**config.mk**
```make
export PLATFORM = sky130hd
export DESIGN_NAME = dmem_arbiter
export DESIGN_NICKNAME = d
export VERILOG_FILES = /design/src/rtl/dmem_arb_pkg.sv /design/src/rtl/dmem_arbiter_rr_picker.sv /design/src/rtl/dmem_arbiter.sv
export SDC_FILE = /design/constraint.sdc
export NUM_CORES = 1
export LEC_CHECK = 0
export CORE_AREA = 2 2 108 110
export DETAILED_ROUTE_END_ITERATION = 6
export DIE_AREA = 0 0 110 112
export DONT_BUFFER_PORTS = 1
export SETUP_SLACK_MARGIN = 0.2
export SLEW_MARGIN = 20
export SYNTH_ARGS = -nofsm -noshare
export SYNTH_HDL_FRONTEND = slang
export SYNTH_SLANG_ARGS = --single-unit
```
**constraint.sdc**
```tcl
create_clock -name clk -period 1.3 [get_ports clk]
set_input_delay 0.195 -clock clk [delete_from_list [all_inputs] [get_ports clk]]
set_output_delay 0.195 -clock clk [all_outputs]
set_load 0.005 [all_outputs]
```
**src/rtl/dmem_arb_pkg.sv**
```systemverilog
// rtl/dmem_arb_pkg.sv - shared types, constants and helpers for the dmem arbiter
//
// Contents:
//   WSTRB_NONE  - strobe pattern meaning "read, no bytes written"
//   REQ_ADDR_W  - address width carried in mem_req_t (the widest ADDR_W supported)
//   mem_req_t   - one muxed memory request {addr, wdata, wstrb}
//   next_rr()   - round-robin pointer advance with wrap
package dmem_arb_pkg;

  localparam logic [3:0] WSTRB_NONE = 4'b0000;
  localparam int         REQ_ADDR_W = 32;

  typedef struct packed {
    logic [REQ_ADDR_W-1:0] addr;
    logic [31:0]           wdata;
    logic [3:0]            wstrb;
  } mem_req_t;

  // Pointer that follows port `ptr` in an n-port ring.
  function automatic int unsigned next_rr(input int unsigned ptr, input int unsigned n);
    return (ptr + 32'd1 >= n) ? 32'd0 : ptr + 32'd1;
  endfunction

endpackage

```
**src/rtl/dmem_arbiter_rr_picker.sv**
```systemverilog
// rtl/dmem_arbiter_rr_picker.sv - combinational round-robin winner selection
//
// Ports:
//   i_valid  in   NUM_REQ  request present per port
//   i_ptr    in   IDX_W    first port to consider this cycle
//   o_grant  out  NUM_REQ  one-hot winner, zero when nothing is valid
//   o_idx    out  IDX_W    index of the winner (0 when nothing is valid)
module rr_picker
  import dmem_arb_pkg::*;
#(
  parameter  int NUM_REQ = 2,
  localparam int IDX_W   = $clog2(NUM_REQ)
) (
  input  logic [NUM_REQ-1:0] i_valid,
  input  logic [IDX_W-1:0]   i_ptr,
  output logic [NUM_REQ-1:0] o_grant,
  output logic [IDX_W-1:0]   o_idx
);

  // One extra bit so ptr + offset cannot overflow before the modulo fold.
  logic [IDX_W:0] w_cand;
  logic           w_found;

  always_comb begin
    o_grant = '0;
    o_idx   = '0;
    w_found = 1'b0;
    w_cand  = '0;
    for (int i = 0; i < NUM_REQ; i++) begin
      // ptr < NUM_REQ and i < NUM_REQ, so one subtraction implements the modulo.
      w_cand = {1'b0, i_ptr} + (IDX_W+1)'(i);
      if (w_cand >= (IDX_W+1)'(NUM_REQ)) begin
        w_cand = w_cand - (IDX_W+1)'(NUM_REQ);
      end
      if (!w_found && i_valid[w_cand[IDX_W-1:0]]) begin
        w_found                       = 1'b1;
        o_grant[w_cand[IDX_W-1:0]]    = 1'b1;
        o_idx                         = w_cand[IDX_W-1:0];
      end
    end
  end

endmodule

```
**src/rtl/dmem_arbiter.sv**
```systemverilog
// rtl/dmem_arbiter.sv - round-robin arbiter sharing one dmem port between requesters
//
// Ports:
//   clk        in   1               clock, all state on rising edge
//   reset      in   1               synchronous active-high reset
//   req_valid  in   NUM_REQ         request present per port
//   req_addr   in   NUM_REQ*ADDR_W  byte address per port (port i at [i*ADDR_W +: ADDR_W])
//   req_wdata  in   NUM_REQ*32      write data per port
//   req_wstrb  in   NUM_REQ*4       byte strobes per port, 0 = read
//   req_ready  out  NUM_REQ         request accepted this cycle (one-hot or zero)
//   rsp_valid  out  NUM_REQ         response valid the cycle after the grant
//   rsp_rdata  out  32              dmem contents sampled at the grant edge
//   m_addr     out  ADDR_W          to dmem address
//   m_wdata    out  32              to dmem write data
//   m_wstrb    out  4               to dmem byte strobes
//   m_rdata    in   32              from dmem, combinational read
module dmem_arbiter
  import dmem_arb_pkg::*;
#(
  parameter int NUM_REQ = 2,
  parameter int ADDR_W  = 32,
  parameter int PRIO0   = 0
) (
  input  logic                      clk,
  input  logic                      reset,
  input  logic [NUM_REQ-1:0]        req_valid,
  input  logic [NUM_REQ*ADDR_W-1:0] req_addr,
  input  logic [NUM_REQ*32-1:0]     req_wdata,
  input  logic [NUM_REQ*4-1:0]      req_wstrb,
  output logic [NUM_REQ-1:0]        req_ready,
  output logic [NUM_REQ-1:0]        rsp_valid,
  output logic [31:0]               rsp_rdata,
  output logic [ADDR_W-1:0]         m_addr,
  output logic [31:0]               m_wdata,
  output logic [3:0]                m_wstrb,
  input  logic [31:0]               m_rdata
);

  localparam int IDX_W = $clog2(NUM_REQ);

  logic [IDX_W-1:0]   r_rr_ptr;
  logic [NUM_REQ-1:0] r_rsp_valid;
  logic [31:0]        r_rsp_rdata;

  logic [NUM_REQ-1:0] w_pick_valid;
  logic [NUM_REQ-1:0] w_pick_grant;
  logic [IDX_W-1:0]   w_pick_idx;
  logic [NUM_REQ-1:0] w_grant;
  logic [IDX_W-1:0]   w_idx;
  logic               w_any;
  mem_req_t           w_sel;

  // With port 0 prioritised, the ring only ever arbitrates among ports 1..N-1;
  // hiding port 0 from the picker makes a pointer of 0 start the scan at port 1.
  always_comb begin
    w_pick_valid = req_valid;
    if (PRIO0 != 0) begin
      w_pick_valid[0] = 1'b0;
    end
  end

  rr_picker #(
    .NUM_REQ (NUM_REQ)
  ) u_rr_picker (
    .i_valid (w_pick_valid),
    .i_ptr   (r_rr_ptr),
    .o_grant (w_pick_grant),
    .o_idx   (w_pick_idx)
  );

  // Nothing is granted while reset is high, which also keeps m_wstrb at zero
  // so no write can reach dmem during reset.
  always_comb begin
    w_grant = '0;
    w_idx   = '0;
    w_any   = 1'b0;
    if (!reset) begin
      if ((PRIO0 != 0) && req_valid[0]) begin
        w_grant[0] = 1'b1;
        w_any      = 1'b1;
      end else if (|w_pick_grant) begin
        w_grant = w_pick_grant;
        w_idx   = w_pick_idx;
        w_any   = 1'b1;
      end
    end
  end

  always_comb begin
    w_sel = '{addr: '0, wdata: '0, wstrb: WSTRB_NONE};
    for (int i = 0; i < NUM_REQ; i++) begin
      if (w_grant[i]) begin
        w_sel.addr  = REQ_ADDR_W'(req_addr[i*ADDR_W +: ADDR_W]);
        w_sel.wdata = req_wdata[i*32 +: 32];
        w_sel.wstrb = req_wstrb[i*4 +: 4];
      end
    end
  end

  // rsp_rdata captures m_rdata at the grant edge, before any write lands,
  // so a write acknowledge returns the old word.
  always_ff @(posedge clk) begin
    if (reset) begin
      r_rr_ptr    <= '0;
      r_rsp_valid <= '0;
      r_rsp_rdata <= '0;
    end else begin
      r_rsp_valid <= w_grant;
      if (w_any) begin
        r_rr_ptr    <= IDX_W'(next_rr(32'(w_idx), unsigned'(NUM_REQ)));
        r_rsp_rdata <= m_rdata;
      end
    end
  end

  assign req_ready = w_grant;
  assign rsp_valid = r_rsp_valid;
  assign rsp_rdata = r_rsp_rdata;
  assign m_addr    = w_sel.addr[ADDR_W-1:0];
  assign m_wdata   = w_sel.wdata;
  assign m_wstrb   = w_sel.wstrb;

endmodule

```
======== Yosys cells after proc, flatten, opt, wreduce, memory -nomap -nowiden ========
Index checks and enable logic that the tools add are counted.
storage, ports and cells
  input port bits ......................... 172
  logic and storage cells ................. 44
  flip-flop bits (word level) ............. 35
  output and inout bits ................... 104
cells by class
  magnitude comparators ................... 7
  reductions and logical operators ........ 5
  add/sub/neg operators ................... 4
  mux-type cells .......................... 24
  bitwise gates (word level) .............. 1
operators by type and width
  operator                                                     count
  two-way mux 68 bit                                           2
  two-way mux 1 bit                                            16
  two-way mux 2 bit                                            4
  adder 1 x 1 -> 2 bit (second input constant)                 2
  >= comparator 2 bit (second input constant)                  2
  less-than comparator 1 x 2 -> 1 bit (second input constant)  2
  logical AND 1 bit                                            3
  demux 1 bit (select 1 bit)                                   2
  >= comparator 1 bit (second input constant)                  2
  >= comparator 1 x 2 -> 1 bit (second input constant)         1
  OR 2 bit                                                     1
  OR reduction 2 bit                                           1
  subtractor 1 bit (second input constant)                     2
  logical NOT 1 bit                                            1

======== Logic depth before layout (Yosys ltp) ========
Gate-level depths: netlist (run 1).
  depth in word-level cells ............... 15
  mapped depth ............................ 6
  mapped depth without buffers ............ 3

======== Modules after synthesis ========
A second synthesis (run 1) with hierarchy kept.
unflattened totals
  cell total of the unflattened synthesis .. 252
  area, all modules ....................... 2290.9 um2
by module, submodules not included
  module        area an instance (um2)  seq. area each (um2)  times used  cells each
  dmem_arbiter  2260.9                  700.7                 1           248
  rr_picker     30.0                    0.0                   1           4

======== Worst setup path after synthesis (run 1) ========
No wires, ideal clock.
  path type ............................... reg2out
  from .................................... reg r_rr_ptr
  to ...................................... out m_addr[12]
  path slack .............................. 36 ps
  data arrival time ....................... 1069 ps
  buffers on the path ..................... 3
  data required time ...................... 1105 ps
  cell stages (with the launch flop) ...... 7
  path through ............................ dfxtp_1 nand2b_1 buf_2 buf_6 buf_6 a32oi_1 nor2_1
between the ends
  cells in the longest elaborated chain, start to end .. 14
  elaborated cells between the ends (all ways) .. 32
  classes of those cells .................. add/sub (3); order compare (6); mux (17); bitwise (1); reduce/logical (5)
RTL lines
  element                                                                                line                          text
  start, declared                                                                        dmem_arbiter.sv:41            logic [IDX_W-1:0] r_rr_ptr;
  start signal, assigned                                                                 dmem_arbiter.sv:110           r_rr_ptr <= IDX_W'(next_rr(32'(w_idx), unsigned'(NUM_REQ)));
  adder 1 x 1 -> 2 bit (tied with other cells)                                           dmem_arbiter_rr_picker.sv:31  w_cand = {1'b0, i_ptr} + (IDX_W+1)'(i);
  >= comparator 2 bit (tied with other cells)                                            dmem_arbiter_rr_picker.sv:32  if (w_cand >= (IDX_W+1)'(NUM_REQ)) begin
  two-way mux 1 bit (tied with other cells)                                              dmem_arbiter_rr_picker.sv:32
  less-than comparator 1 x 2 -> 1 bit (implied by the code) (tied with other cells)      dmem_arbiter_rr_picker.sv:37  o_grant[w_cand[IDX_W-1:0]] = 1'b1;
  logical AND 1 bit (implied by the code) or two-way mux 1 bit (tied branches)           dmem_arbiter_rr_picker.sv:37
  two-way mux 1 bit (implied by the code) or demux 1 bit (select 1 bit) (tied branches)  --
  demux 1 bit (select 1 bit) or two-way mux 2 bit (tied branches)                        --
  OR 2 bit (no line)                                                                     --
  two-way mux 2 bit *                                                                    dmem_arbiter_rr_picker.sv:35  if (!w_found && i_valid[w_cand[IDX_W-1:0]]) begin
  OR reduction 2 bit                                                                     dmem_arbiter.sv:81            end else if (|w_pick_grant) begin
  two-way mux 2 bit *                                                                    dmem_arbiter.sv:81
  two-way mux 2 bit *                                                                    dmem_arbiter.sv:77            if (!reset) begin
  two-way mux 68 bit                                                                     dmem_arbiter.sv:92            if (w_grant[i]) begin
  two-way mux 68 bit *                                                                   dmem_arbiter.sv:92
  end, declared                                                                          dmem_arbiter.sv:33            output logic [ADDR_W-1:0] m_addr,
Mark *: on every way between the ends. The rest lies on a longest branch, timed or not. The select of a mux whose other input is x is not followed.

======== Worst setup path after layout (run 1) ========
  from .................................... reg r_rr_ptr
  to ...................................... out m_addr[30]
The elaborated chain is that of the path after synthesis.

==> metrics, run 1 <==
outcome complete, but fails checks; Hold Slack 0.0207 ns; Ys Warns 0; share of cells above drive strength 1 0.120; H-tree depth 2; gr busiest metal met2; Setup crit end kind output pin; Synth Register Bits 35; Post-Syn Nets around 490; Clock Latency Late Sink 0.28 ns; FFs w/ async S/R, synth 0; Fmax achieved 650 MHz; Seq/Total Area, Yosys 0.316; Core Rows 39; antenna violations before repair 0; top cells by area, synth dfxtp_1 32%, a32oi_1 27%, nor2_1 12%; max cap viols 0; CP arrival 1.34 ns; Residual DRC 0; clock sinks 35; vias in the first global route 1940; DR iter-0 viols around 170; Num CTS Buffers 5; share of the synthesized area in the top cell type 0.316; largest net degree at the start of global routing 106; Final WS setup -0.238 ns; count of pins over their slew limit 0; Final Wtd Congestion 0.816; routed wire length approximately 9000 um; Worst Hold Launch req_valid[1]; RR Endpoint rsp_valid[0]; first-pass GRT wire length 11500 um; Worst R2R Setup Slack 0.20 ns; mean post-synth cell area roughly 6.9 sq um; Lkg Pwr just over 0.0009 uW; Final Util 0.238; failing checks setup timing; die height 112 um; Max VDD drop 857 uV; clock slew at reported path FFs around 0.06 ns; Hold Crit Class in2reg; num ports 276; Crit Path Class reg2out; GR Layer Usage met3 0.0193; fin crit share 1.18; overall power 2950 uW; RSZ-0062 raised after global routing yes; Least-Margin Pin Slew 0.205 ns; Clock Tree Buf Depth 2; CTS root buf clkbuf_16; Final Hold Fails 0; detailed placement HPWL 6760 um; global routing usage on met2 0.221; CP Max Fanout 21; GRT Util Overall 0.124; DR pass1 iterations 5; port bufs 0; Post-Syn Area 0.00221 sq mm; final net count about 470; post-synthesis cell count 320; antenna fix cells 0; grt ovf 0; Fin Clk Skew between 0.0015 and 0.002 ns; Die W 110 um; TritonCTS clock tree yes; Power Density around 1100 mW/mm^2; Slew headroom 0.863; crit path to m_addr[30]; Finish-stage setup viols 70; core footprint 0.0112 sq mm; most frequent cell after synthesis nor2_1; Starting Density 0.198; met1 usage 0.151; Post-synth top cells 72 x nor2_1, 68 x a32oi_1, 65 x nand2_1; Synth area leader dfxtp_1; die area 0.0123 sq mm; Worst Setup SP r_rr_ptr; Cell variety after synth 14; Syn-to-layout area delta 20.2%; EDFF count, synth 0; Worst R2R Path Depth 4; Most used DFF post-synth dfxtp_1; Req. time, crit path 1.11 ns; startpoint types register; drt wl/cell 20.8 um; FF-to-FF Start r_rr_ptr; vias per cell about 5.5; vias 2429; Routed Antenna Nets 0; min Tclk post-route between 1.5 and 2 ns
## per-stage QoR
stage | instances | setup TNS [ns] | setup slack (ns) | instance area, sq um
floorplan | 320 | 0 | 0.0534 | 2240
global placement | 431 | 0 | 0.0260 | 2310
detailed placement | 431 | 0 | 0.0128 | 2310
CTS | 438 | -12.87 | -0.267 | 2500
global route | 443 | -17.88 | -0.292 | 2660
finish | 443 | -14.08 | -0.238 | 2660
## report_power, final
group / internal (uW) / leakage (uW) / switching, uW
clock: 747 / 0.0000727 / 424
sequential: 1140 / 0.000291 / 52.7
combinational: 269 / 0.000561 / 318
## cell type report
type	instances	area [sq um]
repair buffers	15	251
flip-flops and latches	35	702
clock inverters	1	5.00
multi-input cells	243	1390
clock buffers	6	139
well taps	143	179
fillers	1225	8510
## layer usage
| layer | vias up | share of wire |
|---|---|---|
| met2 | 192 | 0.51 |
| met3 | 8 | 0.090 |
| li1 | 1121 | - |
| met1 | 1108 | 0.39 |
| met4 | 0 | 0.0086 |
| met5 | - | 0 |
## kinds of logic (layout without fill, tap and decap cells)
kind of cell,count (synthesis),after routing,synth area share
AND/OR/NAND/NOR,141,141,0.244
flip-flops,35,35,0.316
AO/OA/AOI/OAI,102,102,0.350
buffers and inverters,42,22,0.0904
## placed cells by master (no fill, tap or decap)
cell type  netlist  routed
nand2b_4         0       1
clkinv_2         0       1
a21boi_4         0       1
nor2b_4          0       1
buf_12           0       6
dfxtp_1         35      34
a211oi_1         1       1
nor2_1          72      68
nor2b_1          2       1
a32oi_2          0       5
clkbuf_8         0       1
buf_8            0       1
dfxtp_2          0       1
buf_4            0       4
nand2_1         65      64
a32oi_1         68      63
or2_1            1       1
buf_6            2       1
nor2_2           0       4
clkbuf_16        0       8
a21oi_1         32      32
nand2_2          0       1
## critical path, stage by stage (launching register included)
cell and delay [ns]:
dfxtp_2 0.35, a21boi_4 0.17, buf_12 0.15, clkbuf_16 0.18, a32oi_1 0.06, nor2_1 0.14
## repair_timing
| item | in CTS | in global routing |
|---|---|---|
| cloned | 0 | 3 |
| setup buffers | 0 | 1 |
| resized for setup | 8 | 12 |
| pin swaps | 7 | 5 |
| hold endpoints to repair | 34 | 26 |
| endpoints found under the setup margin | 70 | 70 |
## state kept, by name, summed over array words and instances (netlist names)
register,count
r_rr_ptr,1
rsp_rdata,32
rsp_valid,2
## how the worst min path moves through the flow
stage                    end  slack [ns]  cells after the start
2_1_floorplan   rsp_rdata[0]        0.34                      2
3_3_place_gp   rsp_rdata[21]        0.27                      1
3_5_place_dp   rsp_rdata[14]        0.28                      1
4_1_cts        rsp_rdata[29]       -0.03                      1
5_1_grt             r_rr_ptr        0.01                      1
6_report            r_rr_ptr        0.02                      1
Power figures use the tool's default switching activity.
==> inputs of run 2 (changes only) <==
--- a/config.mk
+++ b/config.mk
@@ -9,6 +9,7 @@
 export DETAILED_ROUTE_END_ITERATION = 6
 export DIE_AREA = 0 0 110 112
 export DONT_BUFFER_PORTS = 1
+export PLACE_DENSITY_LB_ADDON = 0.2
 export SETUP_SLACK_MARGIN = 0.2
 export SLEW_MARGIN = 20
 export SYNTH_ARGS = -nofsm -noshare
==> run 2 against run 1 <==
Effect of this change: the run still ends with setup timing left; first-iteration DRC count is 14% higher; design area up 11%; routed wire length is 7.4% higher; power rose by 10%; highest routed layer unchanged; sequential share of layout area down 2.6 points; global-route usage rose by 1.7 points.
==> metrics, run 2 (synthesized netlist as in run 1, its figures left out) <==
vias per cell about 5.5; min Tclk post-route 1.59 ns; TritonCTS clock tree yes; post-route cell area 0.00296 sq mm; drt wl/cell 21.5 um; core footprint roughly 0.011 sq mm; grt ovf 0; Post-DP Area 0.00240 sq mm; overall power between 3000 and 4000 uW; Layout Cells excl Fill 461; Reg area 704 sq um; Final WS setup -0.291 ns; vias in the first global route approximately 2200; failing checks setup timing; count of pins over their slew limit 0; Final Wtd Congestion 0.800; CP Max Fanout 18; die height 112 um; Routed Antenna Nets 0; Fmax achieved 629 MHz; die area about 0.012 sq mm; Crit Path Class reg2out; largest net degree at the start of global routing 106; Hold Crit Class in2reg; antenna fix cells 0; Least-Margin Pin Slew 0.834 ns; Clock Tree Buf Depth 2; Num CTS Buffers 5; Residual DRC 0; Req. time, crit path 1.11 ns; max reg flops 32; CP arrival 1.40 ns; Lkg Pwr 0.00104 uW; Core Rows 39; first-pass GRT wire length approximately 13000 um; Die W 110 um; outcome complete, but fails checks; setup TNS -17.89 ns; Slew headroom 0.442; Final Util 0.265; max cap viols 0; # fillers 1219; Inst Count DP 440; final net count between 400 and 500; clock slew at reported path FFs 0.05 ns; GRT Util Overall 0.142; fin crit share 1.22; antenna violations before repair 0; detailed placement HPWL slightly below 7000 um; Fin Clk Skew about 0.00026 ns; num ports 276; routed wire length 9910 um; Finish-stage setup viols 70; H-tree depth 2; Clock Latency Late Sink 0.27 ns; CTS root buf clkbuf_16; RSZ-0062 raised after global routing yes; Power Density 1100 mW/mm^2; Starting Density 0.198; Max VDD drop 657 uV; DR iter-0 viols 191; vias roughly 2500; DR pass1 iterations 4; commonest cells after routing, fill and taps aside 64 x nand2_1, 62 x nor2_1, 54 x a32oi_1; port bufs 0; startpoint types register; Setup crit end kind output pin; clock sinks 35; hold depth 1; Syn-to-layout area delta 33.7%; share of cells above drive strength 1 0.214; Multi-input gate area between 0.0015 and 0.002 sq mm; Worst R2R Path Depth 4; most common cell after layout, fill and taps aside nand2_1; Final Hold Fails 0
run 2: changes by cell type in the layout (fill, tap and decap cells not counted), moves of 2 or more:
cell and delta:
a32oi_1 -9, buf_4 +12, buf_16 +2, nor2_1 -6, a32oi_2 +6, buf_6 +2
a32oi_4 +3, nor2_2 +6
run 2: metal layers:
layer | part of all wire | global-route usage | vias up | routed length [um]
met5 | 0 | 0 | - | 0
met4 | 0.013 | 0.0304 | 0 | 127
met3 | 0.099 | 0.0386 | 11 | 978
met2 | 0.52 | 0.264 | 168 | 5140
met1 | 0.37 | 0.157 | 1185 | 3660
li1 | - | - | 1159 | -
run 2: where the power goes:
group / switching, uW / total, uW / internal [uW] / leakage, uW
logic: 375 / 716 / 342 / 0.000663
registers: 52.4 / 1190 / 1140 / 0.000291
clock network: 448 / 1350 / 903 / 0.0000838
run 2: area by class of cell:
class / instances / share of cell area
flip-flops and latches: 35 / 0.238
clock inverters: 3 / 0.0148
clock buffers: 5 / 0.0422
multi-input cells: 245 / 0.515
well taps: 143 / 0.0604
repair buffers: 30 / 0.130
run 2: critical path, stage by stage (launching register included):
cell      delay, ns
dfxtp_4        0.36
a21boi_4       0.22
buf_4          0.18
buf_16         0.15
a32oi_1        0.06
nor2_1         0.15
run 2: final timing paths:
check / startpoint / end / slack [ns]
worst max-delay path: r_rr_ptr / m_wdata[24] / -0.29
worst min register to register: rsp_rdata[9] / rsp_rdata[9] / 0.47
worst max register to register: r_rr_ptr / rsp_valid[0] / 0.18
worst min-delay path: reset / rsp_rdata[31] / 0.02
run 2: through the flow:
step,worst slack [ns],hold WS (ns)
5_1_grt,-0.379,0.0117
6_report,-0.291,0.0193
4_1_cts,-0.305,-0.0203
3_5_place_dp,-0.0396,0.274
3_3_place_gp,-0.00976,0.272
2_1_floorplan,0.0534,0.335
run 2: timing repair:
item,CTS,global route
endpoints found under the hold margin,33,23
setup buffers,5,1
gates cloned,4,2
pin swaps,9,6
gates resized for setup,24,17
endpoints found under the setup margin,70,71
==> inputs of run 3 (changes only) <==
--- a/config.mk
+++ b/config.mk
@@ -6,11 +6,12 @@
 export NUM_CORES = 1
 export LEC_CHECK = 0
 export CORE_AREA = 2 2 108 110
+export CTS_CLUSTER_DIAMETER = 200
 export DETAILED_ROUTE_END_ITERATION = 6
 export DIE_AREA = 0 0 110 112
 export DONT_BUFFER_PORTS = 1
 export PLACE_DENSITY_LB_ADDON = 0.2
-export SETUP_SLACK_MARGIN = 0.2
+export SETUP_SLACK_MARGIN = 0.05
 export SLEW_MARGIN = 20
 export SYNTH_ARGS = -nofsm -noshare
 export SYNTH_HDL_FRONTEND = slang
==> run 3 against run 2 <==
Effect of this change: the flow still finishes with violations (setup timing); final cell count is 1.1% higher; design area is 9.6% higher; worst setup slack worse by 0.018 ns; critical path depth is 1 higher; routed wire length is 11% higher; clock power is 7% lower; combinational power is 22% higher; critical endpoint is now m_addr[14]; sequential share of layout area is 2.2 points lower; via count is 1.7% higher; critical path type unchanged; sequential power hardly changed.
==> metrics, run 3 (synthesized netlist as in run 1, its figures left out) <==
CP Cell Sequence a21boi_4 -> buf_6 -> buf_12 -> buf_16 -> a32oi_1 -> nor2_1; die height 112 um; Multi-input gate area 0.00159 sq mm; CTS root buf clkbuf_16; first-pass GRT wire length 14200 um; Syn-to-layout area delta 46.6%; Final Hold Fails 0; Hold Crit Class in2reg; Layout Cells excl Fill 466; vias per cell 5.51; Worst R2R Setup Slack between 0.2 and 0.3 ns; GRT Util Overall 0.156; Clock Tree Buf Depth 2; DR pass1 iterations 4; CP Buf/Inv Count 3; Top delay family on crit path buffers and inverters; core footprint 0.0112 sq mm; Starting Density 0.198; Residual DRC 0; final net count 494; routed wire length 11000 um; DR iter-0 viols 203; Fin Clk Skew 0.000114 ns; antenna fix cells 0; Clock Latency Late Sink between 0.2 and 0.3 ns; CP arrival around 1.4 ns; antenna violations before repair 0; max reg flops 32; largest net degree at the start of global routing 74; Endpoint, Worst Hold r_rr_ptr; Slew headroom 0.790; RR Endpoint rsp_valid[0]; Crit Path Class reg2out; Final Util 0.291; outcome complete, but fails checks; Power Density 1030 mW/mm^2; Reg area 702 sq um; H-tree depth 2; Core Rows 39; hold depth 1; Setup crit end kind output pin; Final Wtd Congestion 0.759; commonest cells after routing, fill and taps aside 64 x nand2_1, 61 x nor2_1, 46 x a32oi_1; Max stage delay on crit path 0.34 ns; share of cells above drive strength 1 0.251; # fillers between 1000 and 1500; port bufs 0; num ports 276; failing checks setup timing; Hold Slack between 0.05 and 0.06 ns; min Tclk post-route ~1.6 ns; Final WS setup -0.309 ns; Least-Margin Pin Slew around 0.31 ns; detailed placement HPWL ~7000 um; Req. time, crit path 1.11 ns; Die W 110 um; most common cell after layout, fill and taps aside nand2_1; clock slew at reported path FFs 0.06 ns; CP Max Fanout 6; max cap viols 0; count of pins over their slew limit 0; RSZ-0062 raised after global routing yes; Finish-stage setup viols 70; FF-to-FF Start r_rr_ptr; vias in the first global route between 2000 and 2500; clock sinks 35; grt ovf 0; startpoint types register; Num CTS Buffers 5; Lkg Pwr 0.00114 uW; TritonCTS clock tree yes; Fmax achieved roughly 620 MHz; Max VDD drop 620 uV; drt wl/cell approximately 24 um; Worst R2R Path Depth 4; fin crit share 1.24; Routed Antenna Nets 0; Worst Hold Launch req_valid[1]; Inst Count DP 437; CP max-delay cell dfxtp_2; die area 0.0123 sq mm; vias 2567
-- run 3: changes by cell type in the layout (fill, tap and decap cells not counted), sizes merged --
| cell | previous run | this run |
|---|---|---|
| nand2b | 3 | 1 |
| clkbuf | 7 | 11 |
| clkinvlp | 0 | 1 |
| buf | 27 | 31 |
| clkinv | 2 | 0 |
| bufinv | 1 | 0 |
| dlygate4sd3 | 1 | 2 |
-- run 3: worst max path at each step --
stage / from / end / slack, ns / depth (start not counted)
finish: r_rr_ptr / m_addr[14] / -0.31 / 6
global route: r_rr_ptr / m_addr[14] / -0.38 / 6
CTS: r_rr_ptr / m_addr[14] / -0.32 / 6
detailed placement: r_rr_ptr / m_wdata[25] / -0.16 / 5
global placement: r_rr_ptr / m_wdata[25] / -0.14 / 5
floorplan: r_rr_ptr / m_addr[12] / 0.04 / 6
-- run 3: layer usage --
metal  part of all wire  GRT usage  up-vias
li1                   -          -     1169
met1               0.37      0.180     1218
met2               0.53      0.281      167
met3              0.086     0.0404       13
met4              0.019     0.0388        0
met5                  0          0        -
-- run 3: through the flow --
step,area (sq um),worst slack [ns],power [uW],TNS [ns]
floorplan,2220,0.0366,1670,0
global placement,2390,-0.140,1750,-1.22
detailed placement,2390,-0.157,1760,-1.88
CTS,2990,-0.324,3280,-18.10
global route,3250,-0.380,3500,-22.08
finish,3250,-0.309,3330,-17.86
-- run 3: power breakdown --
group	switching (uW)	internal (uW)
sequential	51.7	1140
clock	449	814
combinational	425	448
total	925	2400
-- run 3: layout make-up --
type	instances	area share
multi-input cells	243	0.490
flip-flops and latches	35	0.216
repair buffers	37	0.189
well taps	143	0.0551
clock buffers	7	0.0470
clock inverters	1	0.00231
-- run 3: what timing repair did --
action,CTS,global route
gates resized for setup,36,21
buffers inserted,3,3
endpoints found under the hold margin,30,0
gates cloned,7,5
endpoints found under the setup margin,70,70
hold buffers,3,0
pin swaps,32,19
